<file path="config.mk">
export PLATFORM = sky130hd
export DESIGN_NAME = mem_arbiter
export DESIGN_NICKNAME = d
export VERILOG_FILES = /design/src/rtl/cpu_types_pkg.sv /design/src/rtl/arb_watchdog.sv /design/src/rtl/mem_arbiter.sv
export SDC_FILE = /design/constraint.sdc
export NUM_CORES = 1
export LEC_CHECK = 0
export CORE_AREA = 2 2 105 107
export DETAILED_ROUTE_END_ITERATION = 6
export DIE_AREA = 0 0 107 109
export GPL_TIMING_DRIVEN = 0
export PLACE_DENSITY = 0.75
export SYNTH_ARGS = -nofsm -noshare
export SYNTH_HDL_FRONTEND = slang
export SYNTH_SLANG_ARGS = --single-unit
</file>
<file path="constraint.sdc">
create_clock -name CLK -period 2.75 [get_ports CLK]
set_input_delay 0.4125 -clock CLK [delete_from_list [all_inputs] [get_ports CLK]]
set_output_delay 0.4125 -clock CLK [all_outputs]
set_load 0.01 [all_outputs]
</file>
<file path="src/rtl/cpu_types_pkg.sv">
// Shared CPU types: word type, RAM handshake states and the memory
// arbiter grant states.
package cpu_types_pkg;

    localparam int WORD_W = 32;

    typedef logic [WORD_W-1:0] word_t;

    // Status reported by the RAM model for the access currently driven.
    typedef enum logic [1:0] {
        FREE   = 2'd0,
        BUSY   = 2'd1,
        ACCESS = 2'd2,
        ERROR  = 2'd3
    } ramstate_t;

    // Which requester currently owns the RAM.
    typedef enum logic [1:0] {
        ARB_IDLE = 2'd0,
        ARB_DATA = 2'd1,
        ARB_INST = 2'd2
    } arb_state_t;

    // True when the RAM is still working on (or has not started) an access.
    function automatic logic ram_pending(input ramstate_t s);
        return (s == FREE) || (s == BUSY);
    endfunction

endpackage

</file>
<file path="src/rtl/arb_watchdog.sv">
// Grant watchdog: counts cycles a grant spends waiting on the RAM and
// raises a terminal-count pulse on the cycle the budget is exhausted.
module arb_watchdog #(
    parameter int TIMEOUT_CYCLES = 64
) (
    input  logic clk_i,
    input  logic rst_n_i,
    input  logic clr_i,
    input  logic en_i,
    output logic tc_o
);

    if (TIMEOUT_CYCLES < 2 || TIMEOUT_CYCLES > 255) begin : g_bad_timeout
        $error("arb_watchdog: TIMEOUT_CYCLES must be in 2..255");
    end

    localparam logic [7:0] TERMINAL = 8'(TIMEOUT_CYCLES - 1);

    logic [7:0] count_q;

    // Terminal count fires only on a counting cycle, so a completing or
    // failing access never doubles as a timeout.
    assign tc_o = en_i && (count_q == TERMINAL);

    // Cycle counter: cleared while idle, advances on each waiting cycle.
    always_ff @(posedge clk_i or negedge rst_n_i) begin
        if (!rst_n_i) begin
            count_q <= 8'd0;
        end else if (clr_i) begin
            count_q <= 8'd0;
        end else if (en_i) begin
            count_q <= count_q + 8'd1;
        end
    end

endmodule

</file>
<file path="src/rtl/mem_arbiter.sv">
// Memory arbiter: shares the single-ported RAM between instruction fetch
// and the data port. Data has strict priority by default; defining
// MEM_ARB_FAIR_EN lets a waiting fetch through after MAX_DSTREAK
// consecutive data grants.
module mem_arbiter
    import cpu_types_pkg::*;
#(
    parameter int TIMEOUT_CYCLES = 64,
    parameter int MAX_DSTREAK    = 4
) (
    input  logic        CLK,
    input  logic        nRST,
    input  logic        iREN,
    input  logic [31:0] iaddr,
    output logic        iwait,
    output logic [31:0] iload,
    input  logic        dREN,
    input  logic        dWEN,
    input  logic [31:0] daddr,
    input  logic [31:0] dstore,
    output logic        dwait,
    output logic [31:0] dload,
    output logic        ramREN,
    output logic        ramWEN,
    output logic [31:0] ramaddr,
    output logic [31:0] ramstore,
    input  logic [31:0] ramload,
    input  logic [1:0]  ramstate,
    output logic        arb_err
);

    if (MAX_DSTREAK < 1 || MAX_DSTREAK > 15) begin : g_bad_streak
        $error("mem_arbiter: MAX_DSTREAK must be in 1..15");
    end

    arb_state_t state_q;
    logic       arb_err_q;
    ramstate_t  ram_st;
    logic       d_req;
    logic       granted;
    logic       owner_req;
    logic       done;
    logic       fault;
    logic       wd_en;
    logic       wd_tc;
    logic       inst_turn;

    assign ram_st    = ramstate_t'(ramstate);
    assign d_req     = dREN | dWEN;
    assign granted   = (state_q != ARB_IDLE);
    assign owner_req = (state_q == ARB_DATA) ? d_req :
                       (state_q == ARB_INST) ? iREN : 1'b0;

    // A dropped request never completes or faults, even if the RAM says so.
    assign done  = granted && owner_req && (ram_st == ACCESS);
    assign wd_en = granted && owner_req && ram_pending(ram_st);
    assign fault = (granted && owner_req && (ram_st == ERROR)) || wd_tc;

    // Read data is a straight pass-through; the wait flags qualify it.
    assign iload   = ramload;
    assign dload   = ramload;
    assign arb_err = arb_err_q;

    arb_watchdog #(
        .TIMEOUT_CYCLES (TIMEOUT_CYCLES)
    ) u_watchdog (
        .clk_i   (CLK),
        .rst_n_i (nRST),
        .clr_i   (state_q == ARB_IDLE),
        .en_i    (wd_en),
        .tc_o    (wd_tc)
    );

`ifdef MEM_ARB_FAIR_EN
    logic [3:0] streak_q;

    // A starved fetch takes the next grant once the data streak is full.
    assign inst_turn = iREN && (streak_q >= 4'(MAX_DSTREAK));

    // Count data completions that happened while a fetch was waiting.
    always_ff @(posedge CLK or negedge nRST) begin
        if (!nRST) begin
            streak_q <= 4'd0;
        end else if (done && (state_q == ARB_DATA)) begin
            if (!iREN) begin
                streak_q <= 4'd0;
            end else if (streak_q != 4'hF) begin
                streak_q <= streak_q + 4'd1;
            end
        end else if (done && (state_q == ARB_INST)) begin
            streak_q <= 4'd0;
        end
    end
`else
    assign inst_turn = 1'b0;
`endif

    // Grant FSM plus the sticky error flag.
    always_ff @(posedge CLK or negedge nRST) begin
        if (!nRST) begin
            state_q   <= ARB_IDLE;
            arb_err_q <= 1'b0;
        end else begin
            case (state_q)
                ARB_IDLE: begin
                    if (d_req && !inst_turn) begin
                        state_q <= ARB_DATA;
                    end else if (iREN) begin
                        state_q <= ARB_INST;
                    end
                end
                ARB_DATA, ARB_INST: begin
                    if (!owner_req || done || fault) begin
                        state_q <= ARB_IDLE;
                    end
                end
                default: state_q <= ARB_IDLE;
            endcase
            if (fault) begin
                arb_err_q <= 1'b1;
            end
        end
    end

    // RAM drive and wait flags follow the owner's live request lines.
    always_comb begin
        ramREN   = 1'b0;
        ramWEN   = 1'b0;
        ramaddr  = 32'd0;
        ramstore = 32'd0;
        iwait    = 1'b1;
        dwait    = 1'b1;
        case (state_q)
            ARB_DATA: begin
                ramaddr  = daddr;
                ramREN   = dREN;
                ramWEN   = dWEN;
                ramstore = dstore;
                dwait    = !done;
            end
            ARB_INST: begin
                ramaddr  = iaddr;
                ramREN   = iREN;
                iwait    = !done;
            end
            default: ;
        endcase
    end

endmodule

</file>
==> impl_metrics.env, run 1 <==
export IMPL_timing_final_crit_share=0.9463
export IMPL_final_min_clock_period_ns=2.602
export IMPL_share_of_synthesized_area_occupied_by_flip_flops_and_latches=0.1447
export IMPL_netlist_area_um2=1902
export IMPL_worst_setup_path_end_kind="primary output"
export IMPL_post_synth_num_cell_types=37
export IMPL_cts_hold_fix_buffers=0
export IMPL_share_of_layout_cells_above_drive_strength_1=0.1796
export IMPL_worst_pin_slew_ns=0.5073
export IMPL_synthesis_area_per_instance_um2=7.547
export IMPL_average_wire_per_cell_in_the_routed_design_um=15.05
export IMPL_floorplan_die_height_um=109
export IMPL_postRouteAntennaNets=0
export IMPL_detail_route_iter0_violations=180
export IMPL_detail_routed_via_count_per_cell=4.243
export IMPL_worst_path_required_ns=2.34
export IMPL_setup_violations_final=0
export IMPL_die_x_um=107
export IMPL_gp_routability_congestion=0.7502
export IMPL_rsz_0062_raised_after_global_routing="no"
export IMPL_hpwlAfterDp_mm=8.173
export IMPL_finalHoldWorstSlack_ns=0.5111
export IMPL_cts_setup_buffers=0
export IMPL_vdd_ir_drop_max_mv=0.2148
export IMPL_clock_skew_ns=0.004039
export IMPL_globalRouteTotalUtil=0.1450
export IMPL_synth_seq_cells=11
export IMPL_timing_critical_path_fanout_max=10
export IMPL_critical_path_startpoint_type="register"
export IMPL_port_buffers=234
export IMPL_initial_core_util=0.1794
export IMPL_synth_nets=391
export IMPL_grt_remaining_overflow=0
export IMPL_io_pins=268
export IMPL_cts_reportedPaths_clkPinSlew_ns=0.05
export IMPL_design_core_area_um2=10600
export IMPL_post_layout_nonfiller_instances=630
export IMPL_cts_sinks=11
export IMPL_antenna_cells_inserted=0
export IMPL_rows=38
export IMPL_antenna_found_initial=0
export IMPL_maxCapViolCount=0
export IMPL_cts_inserted_buffers=3
export IMPL_hold_viol_final=0
export IMPL_power_static_leakage_nw=1.756
export IMPL_route_final_wire_length_mm=9.480
export IMPL_worst_endpoint_arrival_ns=2.19
export IMPL_fp_dieArea_um2=11660
export IMPL_root_buffer="sky130_fd_sc_hd__clkbuf_8"
export IMPL_drcViolationCount=0
export IMPL_timing_worst_setup_path_type="register to primary output"
export IMPL_grt_pass1_wl_mm=13.48
export IMPL_cts_tree="built"
export IMPL_outcome="finished, final reports clean"
export IMPL_pin_count_of_the_biggest_net_entering_global_routing=12
export IMPL_routed_via_count=2673
export IMPL_final_max_slew_violation_count=0
export IMPL_power_density_over_the_cells_nw_per_um2=592.0
export IMPL_max_slew_margin_rel=0.6608
export IMPL_achievable_frequency_mhz=384.3
export IMPL_hold_path_class="input port to asynchronous set/reset pin"
export IMPL_num_nets_final=630
export IMPL_insertion_delay_ns=0.24
export IMPL_cts_max_level=1
export IMPL_via_count_of_the_first_global_routing_pass=2688
export IMPL_area_delta_synth_final_pct=136.2
export IMPL_synth_cells=252
export IMPL_placed_cells=626
export IMPL_power_total_mw=2.659
export IMPL_yosys_warnings=0
export IMPL_buffer_levels_on_the_longest_clock_path=2
export IMPL_drt_pass1_iter_count=4
==> state kept, by name, summed over array words and instances (netlist names) <==
name                count
state_q                 2
arb_err                 1
u_watchdog.count_q      8
==> cell usage after synthesis (all sizes together) <==
library cell / n / share of area
a21oi: 4 / 0.011
a22oi: 33 / 0.13
a41oi: 1 / 0.0046
and2: 33 / 0.11
and3: 1 / 0.0033
buf: 68 / 0.27
clkbuf: 13 / 0.026
dfrtp: 11 / 0.14
ha: 4 / 0.026
inv: 2 / 0.0039
mux2i: 1 / 0.0053
nand2: 8 / 0.016
nand2b: 2 / 0.0066
nand3: 3 / 0.0079
nand4b: 2 / 0.0092
nor2: 5 / 0.0099
nor2b: 33 / 0.11
nor3: 1 / 0.0026
nor3b: 4 / 0.022
nor4: 2 / 0.0066
o2111a: 1 / 0.0059
o211ai: 2 / 0.0079
o21ai: 6 / 0.016
o21bai: 1 / 0.0039
o31ai: 1 / 0.0039
o41a: 1 / 0.0059
or2: 1 / 0.0033
or3: 3 / 0.012
or4: 2 / 0.0099
xnor2: 2 / 0.0092
xor2: 1 / 0.0046
==> cell usage in the layout, fill, tap and decap left out, drive strengths merged, types with 2 or more instances in the layout <==
cell type / netlist / final
a21oi: 4 / 4
a22oi: 33 / 33
and2: 33 / 33
buf: 68 / 69
clkbuf: 13 / 16
clkdlybuf4s50: 0 / 232
dfrtp: 11 / 11
dlygate4sd2: 0 / 2
ha: 4 / 4
inv: 2 / 2
nand2: 8 / 8
nand2b: 2 / 2
nand3: 3 / 3
nand4b: 2 / 2
nor2: 5 / 5
nor2b: 33 / 33
nor3b: 4 / 4
nor4: 2 / 2
o211ai: 2 / 2
o21ai: 6 / 6
or3: 3 / 3
or4: 2 / 2
xnor2: 2 / 2
==> routing by layer <==
layer | part of all wire | track usage
met5 | 0 | 0
met1 | 0.37 | 0.1602
met3 | 0.11 | 0.03825
met2 | 0.52 | 0.2803
met4 | 0.0051 | 0.02597
==> worst max-delay path: stages (launching register included) <==
cell and delay (ns):
sky130_fd_sc_hd__dfrtp_1 0.39, sky130_fd_sc_hd__inv_1 0.08, sky130_fd_sc_hd__ha_1 0.45, sky130_fd_sc_hd__clkbuf_2 0.28
sky130_fd_sc_hd__nor2b_1 0.18, sky130_fd_sc_hd__clkdlybuf4s50_1 0.57
==> where the power goes <==
part / switching (mW) / total (mW) / internal [mW]
logic: 1.01 / 2.27 / 1.26
clock network: 0.0638 / 0.166 / 0.102
registers: 0.0267 / 0.218 / 0.192
==> logic make-up after synthesis <==
logic type / count (synthesis) / share of synthesized area
AOI/OAI and AO/OA: 50 / 0.1888
buffers and inverters: 83 / 0.2947
DFF: 11 / 0.1447
xor gates and xnor gates: 3 / 0.01382
muxes: 1 / 0.005263
adders and majority gates: 4 / 0.02632
and+or+nand+nor: 100 / 0.3263
==> timing repair <==
item | 4_1_cts | 5_1_grt
pin swaps | 0 | 0
resized for setup | 14 | 11
hold endpoints to repair | 0 | 0
endpoints found under the setup margin | 56 | 34
==> final timing paths <==
| path | end | cells past startpoint | start | slack (ns) |
|---|---|---|---|---|
| setup / recovery | ramaddr[5] | 5 | state_q[0]$_DFFE_PN0P_ | 0.15 |
| hold / removal | state_q[1]$_DFFE_PN0P_ | 1 | nRST | 0.51 |
| setup reg to reg | u_watchdog.count_q[7]$_DFFE_PN0P_ | 7 | state_q[1]$_DFFE_PN0P_ | 0.66 |
| hold reg to reg | arb_err$_DFFE_PN0P_ | 1 | arb_err$_DFFE_PN0P_ | 0.54 |
| max in group asynchronous | u_watchdog.count_q[5]$_DFFE_PN0P_ | 1 | nRST | 1.90 |
| min in group CLK | arb_err$_DFFE_PN0P_ | 1 | arb_err$_DFFE_PN0P_ | 0.54 |
==> final cells by class <==
type                            count  area, um^2
Inverter                            2       7.507
Clock buffer                        4       45.04
Multi-Input combinational cell    158        1075
Buffer                             81       574.3
Timing Repair Buffer              234        2340
Sequential cell                    11       275.3
Tap cell                          140       175.2
Fill cell                        1038        6111
==> metrics by stage <==
step / setup WS, ns / setup TNS (ns) / cell area [um^2] / utilization
global placement: -0.06894 / -0.1217 / 4419 / 0.4168
finish: 0.1477 / 0 / 4492 / 0.4236
floorplan: 0.7398 / 0 / 1902 / -
CTS: 0.006225 / 0 / 4484 / 0.4229
detailed placement: -0.1167 / -0.1933 / 4419 / 0.4168
global route: 0.002442 / 0 / 4492 / 0.4236
No activity file was read; power rests on OpenSTA's default activity.
==> run 2, diff against run 1 <==
--- a/config.mk
+++ b/config.mk
@@ -5,11 +5,13 @@
 export SDC_FILE = /design/constraint.sdc
 export NUM_CORES = 1
 export LEC_CHECK = 0
-export CORE_AREA = 2 2 105 107
+export CORE_ASPECT_RATIO = 0.5
+export CORE_MARGIN = 3
+export CORE_UTILIZATION = 25
 export DETAILED_ROUTE_END_ITERATION = 6
-export DIE_AREA = 0 0 107 109
 export GPL_TIMING_DRIVEN = 0
-export PLACE_DENSITY = 0.75
+export HOLD_SLACK_MARGIN = 0.1
+export PLACE_DENSITY = 0.94
 export SYNTH_ARGS = -nofsm -noshare
 export SYNTH_HDL_FRONTEND = slang
 export SYNTH_SLANG_ARGS = --single-unit
==> run 2 against run 1 <==
Effect of this change:
- combinational power barely moved
- total power increased by 5.0%
- largest power group unchanged
- register-to-register slack worse by 0.05 ns
- design area decreased by 0.31%
- routed wire length rose by 8.4%
- non-clock buffer count unchanged
- highest routed layer unchanged
- clock-buffer cell count unchanged
- sequential share of layout area about the same
- final cell count is 7.6% lower
==> impl_metrics.env, run 2 (synthesis results as in run 1) <==
export IMPL_rsz_0062_raised_after_global_routing="no"
export IMPL_cts_inserted_buffers=3
export IMPL_globalRouteTotalUtil=0.2093
export IMPL_cts_hold_fix_buffers=0
export IMPL_crit_path_cell_trace="inv_1 -> ha_1 -> buf_6 -> buf_2 -> a22oi_1 -> nor2b_1 -> clkdlybuf4s50_1"
export IMPL_grt_remaining_overflow=0
export IMPL_final_common_cell="sky130_fd_sc_hd__clkdlybuf4s50_1"
export IMPL_worst_reg2reg_path_depth=7
export IMPL_final_min_clock_period_ns=2.649
export IMPL_cts_tree="built"
export IMPL_num_nets_final=630
export IMPL_worst_path_required_ns=2.34
export IMPL_drt_pass1_iter_count=4
export IMPL_postRouteAntennaNets=0
export IMPL_max_slew_margin_rel=0.6401
export IMPL_outcome="finished, final reports clean"
export IMPL_regToRegSetupSlack_ns=0.61
export IMPL_timing_worst_setup_path_type="register to primary output"
export IMPL_insertion_delay_ns=0.24
export IMPL_average_wire_per_cell_in_the_routed_design_um=17.66
export IMPL_net_switching_power_mw=1.127
export IMPL_utilization=0.6383
export IMPL_via_count_of_the_first_global_routing_pass=2659
export IMPL_seqCellArea_um2=275.3
export IMPL_routed_via_count=2643
export IMPL_power_frac_clock=0.096
export IMPL_initial_core_util=0.2711
export IMPL_grt_pass1_wl_mm=14.32
export IMPL_hpwlAfterDp_mm=8.766
export IMPL_detail_route_iter0_violations=80
export IMPL_gp_routability_congestion=0.8333
export IMPL_port_buffers=234
export IMPL_maxCapViolCount=0
export IMPL_critical_path_reg2reg_startpoint="state_q[0]$_DFFE_PN0P_"
export IMPL_area_of_the_multi_input_gates_um2=1077
export IMPL_power_share_sequential=0.079
export IMPL_power_density_over_the_cells_nw_per_um2=623.2
export IMPL_floorplan_die_height_um=67.68
export IMPL_design_core_area_um2=7015
export IMPL_achievable_frequency_mhz=377.5
export IMPL_hold_path_startpoint="arb_err$_DFFE_PN0P_"
export IMPL_hold_viol_final=0
export IMPL_timing_final_crit_share=0.9633
export IMPL_root_buffer="sky130_fd_sc_hd__clkbuf_16"
export IMPL_antenna_cells_inserted=0
export IMPL_io_pins=268
export IMPL_critical_path_startpoint_type="register"
export IMPL_die_x_um=129.3
export IMPL_totalNegativeSetupSlack_ns=0
export IMPL_holdPathStages=1
export IMPL_hold_path_class="register to register"
export IMPL_detail_routed_via_count_per_cell=4.541
export IMPL_power_combinational_fraction=0.825
export IMPL_final_max_slew_violation_count=0
export IMPL_internal_power_mw=1.664
export IMPL_worst_setup_path_end_kind="primary output"
export IMPL_critPathSlowestCell="sky130_fd_sc_hd__clkdlybuf4s50_1"
export IMPL_timing_critical_path_fanout_max=10
export IMPL_slowest_delay_ns=0.58
export IMPL_largest_register_by_flop_count="u_watchdog.count_q"
export IMPL_setup_violations_final=0
export IMPL_drcViolationCount=0
export IMPL_route_final_wire_length_mm=10.28
export IMPL_num_fill_cells=582
export IMPL_fp_dieArea_um2=8753
export IMPL_vdd_ir_drop_max_mv=0.3350
export IMPL_antenna_found_initial=0
export IMPL_pin_count_of_the_biggest_net_entering_global_routing=12
export IMPL_layout_common_cells="232 x sky130_fd_sc_hd__clkdlybuf4s50_1, 65 x sky130_fd_sc_hd__buf_4, 33 x sky130_fd_sc_hd__a22oi_1, 33 x sky130_fd_sc_hd__nor2b_1, 33 x sky130_fd_sc_hd__and2_1"
export IMPL_cts_setup_buffers=0
export IMPL_largest_register_ffs=8
export IMPL_timing_rr_end="u_watchdog.count_q[7]$_DFFE_PN0P_"
export IMPL_area_delta_synth_final_pct=135.5
export IMPL_power_share_switching=0.4039
export IMPL_clock_skew_ns=0.001829
export IMPL_share_of_layout_cells_above_drive_strength_1=0.1816
export IMPL_cts_sinks=11
export IMPL_rows=21
export IMPL_min_to="arb_err$_DFFE_PN0P_"
export IMPL_worst_endpoint_arrival_ns=2.24
export IMPL_buffer_levels_on_the_longest_clock_path=2
export IMPL_cts_max_level=1
export IMPL_worst_pin_slew_ns=0.5387
export IMPL_power_static_leakage_nw=1.770
export IMPL_cts_reportedPaths_clkPinSlew_ns=0.04
## run 2: power by group through the flow
| stage | clock (mW) | sequential (mW) | combinational (mW) |
|---|---|---|---|
| after floorplan | 0 | 0.216 | 1.09 |
| after global placement | 0 | 0.217 | 2.20 |
| after detailed placement | 0 | 0.219 | 2.23 |
| after CTS | 0.269 | 0.217 | 2.27 |
| after global routing | 0.275 | 0.221 | 2.47 |
| final | 0.269 | 0.219 | 2.30 |
## run 2: timing repair
| action | CTS | global route |
|---|---|---|
| gates resized for setup | 12 | 24 |
| endpoints found under the hold margin | 0 | 0 |
| setup endpoints to repair | 47 | 59 |
## run 2: final cells by class
type	instances	area share
Buffer	81	0.1305
Timing Repair Buffer	234	0.5225
Tap cell	92	0.02571
Inverter	2	0.001676
Multi-Input combinational cell	158	0.2406
Sequential cell	11	0.06147
Clock buffer	4	0.01760
## run 2: how the worst max path moves through the flow
stage,startpoint,end,slack (ns),cells after the start
2_1_floorplan,state_q[0]$_DFFE_PN0P_,dwait,0.74,6
3_3_place_gp,iREN,iwait,-0.07,6
3_5_place_dp,iREN,iwait,-0.08,6
4_1_cts,state_q[1]$_DFFE_PN0P_,ramstore[15],0.005,7
5_1_grt,state_q[1]$_DFFE_PN0P_,ramstore[6],0.01,7
6_report,state_q[1]$_DFFE_PN0P_,ramREN,0.10,7
## run 2: stage by stage
| step | power (mW) | instance area, um^2 | instances | hold WS [ns] | setup WS, ns |
|---|---|---|---|---|---|
| after floorplan | 1.307 | 1902 | 252 | 0.1169 | 0.7398 |
| after global placement | 2.416 | 4359 | 578 | 0.4720 | -0.07040 |
| after detailed placement | 2.452 | 4359 | 578 | 0.4688 | -0.07710 |
| after CTS | 2.758 | 4454 | 582 | 0.4816 | 0.005385 |
| after global routing | 2.968 | 4478 | 582 | 0.5005 | 0.01120 |
| final | 2.791 | 4478 | 582 | 0.4812 | 0.1010 |
## run 2: per-layer routing
layer	GRT usage	vias to the layer above	wire, um
met4	0.05628	0	158
met3	0.02844	14	553
met2	0.4130	118	5822
met5	0	-	0
li1	-	1273	-
met1	0.2395	1238	3747
## run 2: critical path: cells and delay by family, from the launching register on
kind / cells / cell delay (ns)
buffers and inverters: 4 / 1.09
AND/OR/NAND/NOR: 1 / 0.20
adder cells (fa/ha/maj): 1 / 0.17
flip-flops: 1 / 0.40
AO/OA/AOI/OAI: 1 / 0.13
==> run 3, diff against run 2 <==
--- a/config.mk
+++ b/config.mk
@@ -12,6 +12,7 @@
 export GPL_TIMING_DRIVEN = 0
 export HOLD_SLACK_MARGIN = 0.1
 export PLACE_DENSITY = 0.94
+export REMOVE_ABC_BUFFERS = 1
 export SYNTH_ARGS = -nofsm -noshare
 export SYNTH_HDL_FRONTEND = slang
 export SYNTH_SLANG_ARGS = --single-unit
==> run 3 against run 2 <==
Effect of this change:
- clock-buffer cell count fell by 1
- worst setup slack gained 0.0026 ns
- global-route usage is 0.40 points lower
- sequential share of layout area grew 2.0 points
- utilization down 16 points
- clock skew is 0.00074 ns lower
- total power is 8.2% lower
- critical path type unchanged
- critical endpoint is now iwait
==> impl_metrics.env, run 3 (synthesis results as in run 1) <==
export IMPL_holdPathStages=1
export IMPL_post_layout_nonfiller_instances=445
export IMPL_gp_routability_congestion=0.7830
export IMPL_largest_register_ffs=8
export IMPL_routed_via_count=2135
export IMPL_maxCapViolCount=0
export IMPL_max_slew_margin_rel=0.5861
export IMPL_grt_remaining_overflow=0
export IMPL_area_delta_synth_final_pct=77.11
export IMPL_critical_path_startpoint_type="register"
export IMPL_antenna_found_initial=0
export IMPL_rsz_0062_raised_after_global_routing="no"
export IMPL_drcViolationCount=0
export IMPL_layout_common_cells="169 x sky130_fd_sc_hd__clkdlybuf4s50_1, 33 x sky130_fd_sc_hd__a22oi_1, 33 x sky130_fd_sc_hd__nor2b_1, 33 x sky130_fd_sc_hd__and2_1, 11 x sky130_fd_sc_hd__dfrtp_1"
export IMPL_io_pins=268
export IMPL_cts_reportedPaths_clkPinSlew_ns=0.04
export IMPL_pin_count_of_the_biggest_net_entering_global_routing=58
export IMPL_worst_pin_slew_ns=0.6152
export IMPL_worst_setup_path_end_kind="primary output"
export IMPL_route_final_wire_length_mm=9.848
export IMPL_antenna_cells_inserted=0
export IMPL_critical_path_top_delay_family="simple AND/OR/NAND/NOR gates"
export IMPL_detail_route_iter0_violations=154
export IMPL_postRouteAntennaNets=0
export IMPL_final_common_cell="sky130_fd_sc_hd__clkdlybuf4s50_1"
export IMPL_cts_sinks=11
export IMPL_final_min_clock_period_ns=2.646
export IMPL_die_x_um=129.3
export IMPL_worst_endpoint_arrival_ns=2.23
export IMPL_cts_tree="built"
export IMPL_average_wire_per_cell_in_the_routed_design_um=22.13
export IMPL_grt_pass1_wl_mm=13.32
export IMPL_timing_critical_path_fanout_max=57
export IMPL_regToRegSetupSlack_ns=0.55
export IMPL_initial_core_util=0.2711
export IMPL_worst_path_required_ns=2.34
export IMPL_buffer_levels_on_the_longest_clock_path=2
export IMPL_setup_violations_final=0
export IMPL_root_buffer="sky130_fd_sc_hd__clkbuf_16"
export IMPL_hold_viol_final=0
export IMPL_globalRouteTotalUtil=0.2052
export IMPL_num_fill_cells=632
export IMPL_rows=21
export IMPL_final_max_slew_violation_count=0
export IMPL_drt_pass1_iter_count=4
export IMPL_worst_reg2reg_path_depth=7
export IMPL_hpwlAfterDp_mm=8.037
export IMPL_fp_dieArea_um2=8753
export IMPL_hold_path_class="register to register"
export IMPL_timing_worst_setup_path_type="register to primary output"
export IMPL_detail_routed_via_count_per_cell=4.798
export IMPL_critical_path_n_buffers_inverters=3
export IMPL_timing_final_crit_share=0.9624
export IMPL_via_count_of_the_first_global_routing_pass=2124
export IMPL_finalHoldWorstSlack_ns=0.4955
export IMPL_clock_skew_ns=0.001085
export IMPL_vdd_ir_drop_max_mv=0.3174
export IMPL_power_static_leakage_nw=1.190
export IMPL_largest_register_by_flop_count="u_watchdog.count_q"
export IMPL_power_density_over_the_cells_nw_per_um2=760.6
export IMPL_power_total_mw=2.562
export IMPL_cts_max_level=1
export IMPL_cts_hold_fix_buffers=0
export IMPL_cts_inserted_buffers=3
export IMPL_timing_critical_path_depth=8
export IMPL_num_nets_final=493
export IMPL_achievable_frequency_mhz=377.9
export IMPL_slowest_delay_ns=0.41
export IMPL_placed_cells=435
export IMPL_design_core_area_um2=7015
export IMPL_outcome="finished, final reports clean"
export IMPL_crit_path_cell_trace="inv_1 -> ha_4 -> buf_12 -> nor3b_4 -> or3_4 -> nor3b_2 -> nand2_1 -> dlygate4sd2_1"
export IMPL_port_buffers=171
export IMPL_insertion_delay_ns=0.24
export IMPL_floorplan_die_height_um=67.68
export IMPL_share_of_layout_cells_above_drive_strength_1=0.05382
export IMPL_critPathSlowestCell="sky130_fd_sc_hd__or3_4"
-- run 3: cell types whose count changed in the layout (fill, tap and decap cells not counted), moves of 3 or more --
cell | previous run | this run
sky130_fd_sc_hd__clkbuf_4 | 5 | 0
sky130_fd_sc_hd__buf_4 | 65 | 5
sky130_fd_sc_hd__clkbuf_2 | 6 | 0
sky130_fd_sc_hd__clkdlybuf4s50_1 | 232 | 169
sky130_fd_sc_hd__ha_4 | 0 | 3
-- run 3: power breakdown --
| part | leakage, nW | switching (mW) | internal [mW] | total (mW) |
|---|---|---|---|---|
| sequential | 0.146 | 0.0240 | 0.192 | 0.216 |
| clock | 0.0409 | 0.0757 | 0.193 | 0.268 |
| combinational | 1.00 | 0.915 | 1.16 | 2.08 |
-- run 3: repair_timing --
| action | 4_1_cts | 5_1_grt |
|---|---|---|
| resized for setup | 7 | 1 |
| pin swaps | 2 | 0 |
| endpoints found under the setup margin | 44 | 7 |
| buffers inserted | 6 | 0 |
-- run 3: per-layer routing --
metal  vias up  track usage  share of wire
met4         2      0.03010         0.0086
li1        997            -              -
met1      1020       0.2462           0.40
met3        13       0.1453           0.12
met5         -      0.08824         0.0053
met2       103       0.2964           0.47
-- run 3: cell type report --
type	instances	area, um^2	area share
multi-input cells	158	1109	0.3291
flip-flops and latches	11	275.3	0.08172
inverters	2	7.507	0.002229
clock buffers	3	75.07	0.02229
clock inverters	1	5.005	0.001486
well taps	92	115.1	0.03418
repair buffers	178	1782	0.5290
-- run 3: per-stage QoR --
step / worst slack (ns) / TNS [ns] / instance area [um^2] / util
5_1_grt: 0.0001306 / 0 / 3368 / 0.4801
4_1_cts: 0.03507 / 0 / 3358 / 0.4787
2_1_floorplan: -0.1835 / -0.6517 / 1349 / -
3_3_place_gp: -1.427 / -51.69 / 3176 / 0.4526
6_report: 0.1035 / 0 / 3368 / 0.4801
3_5_place_dp: -0.9668 / -9.451 / 3198 / 0.4559
-- run 3: path summary, 6_finish.rpt --
check | startpoint | endpoint
worst max-delay path | state_q[1]$_DFFE_PN0P_ | iwait
worst min-delay path | arb_err$_DFFE_PN0P_ | arb_err$_DFFE_PN0P_
worst max register to register | state_q[1]$_DFFE_PN0P_ | u_watchdog.count_q[7]$_DFFE_PN0P_
worst min register to register | arb_err$_DFFE_PN0P_ | arb_err$_DFFE_PN0P_
max in group asynchronous | nRST | u_watchdog.count_q[5]$_DFFE_PN0P_
min in group asynchronous | nRST | u_watchdog.count_q[2]$_DFFE_PN0P_
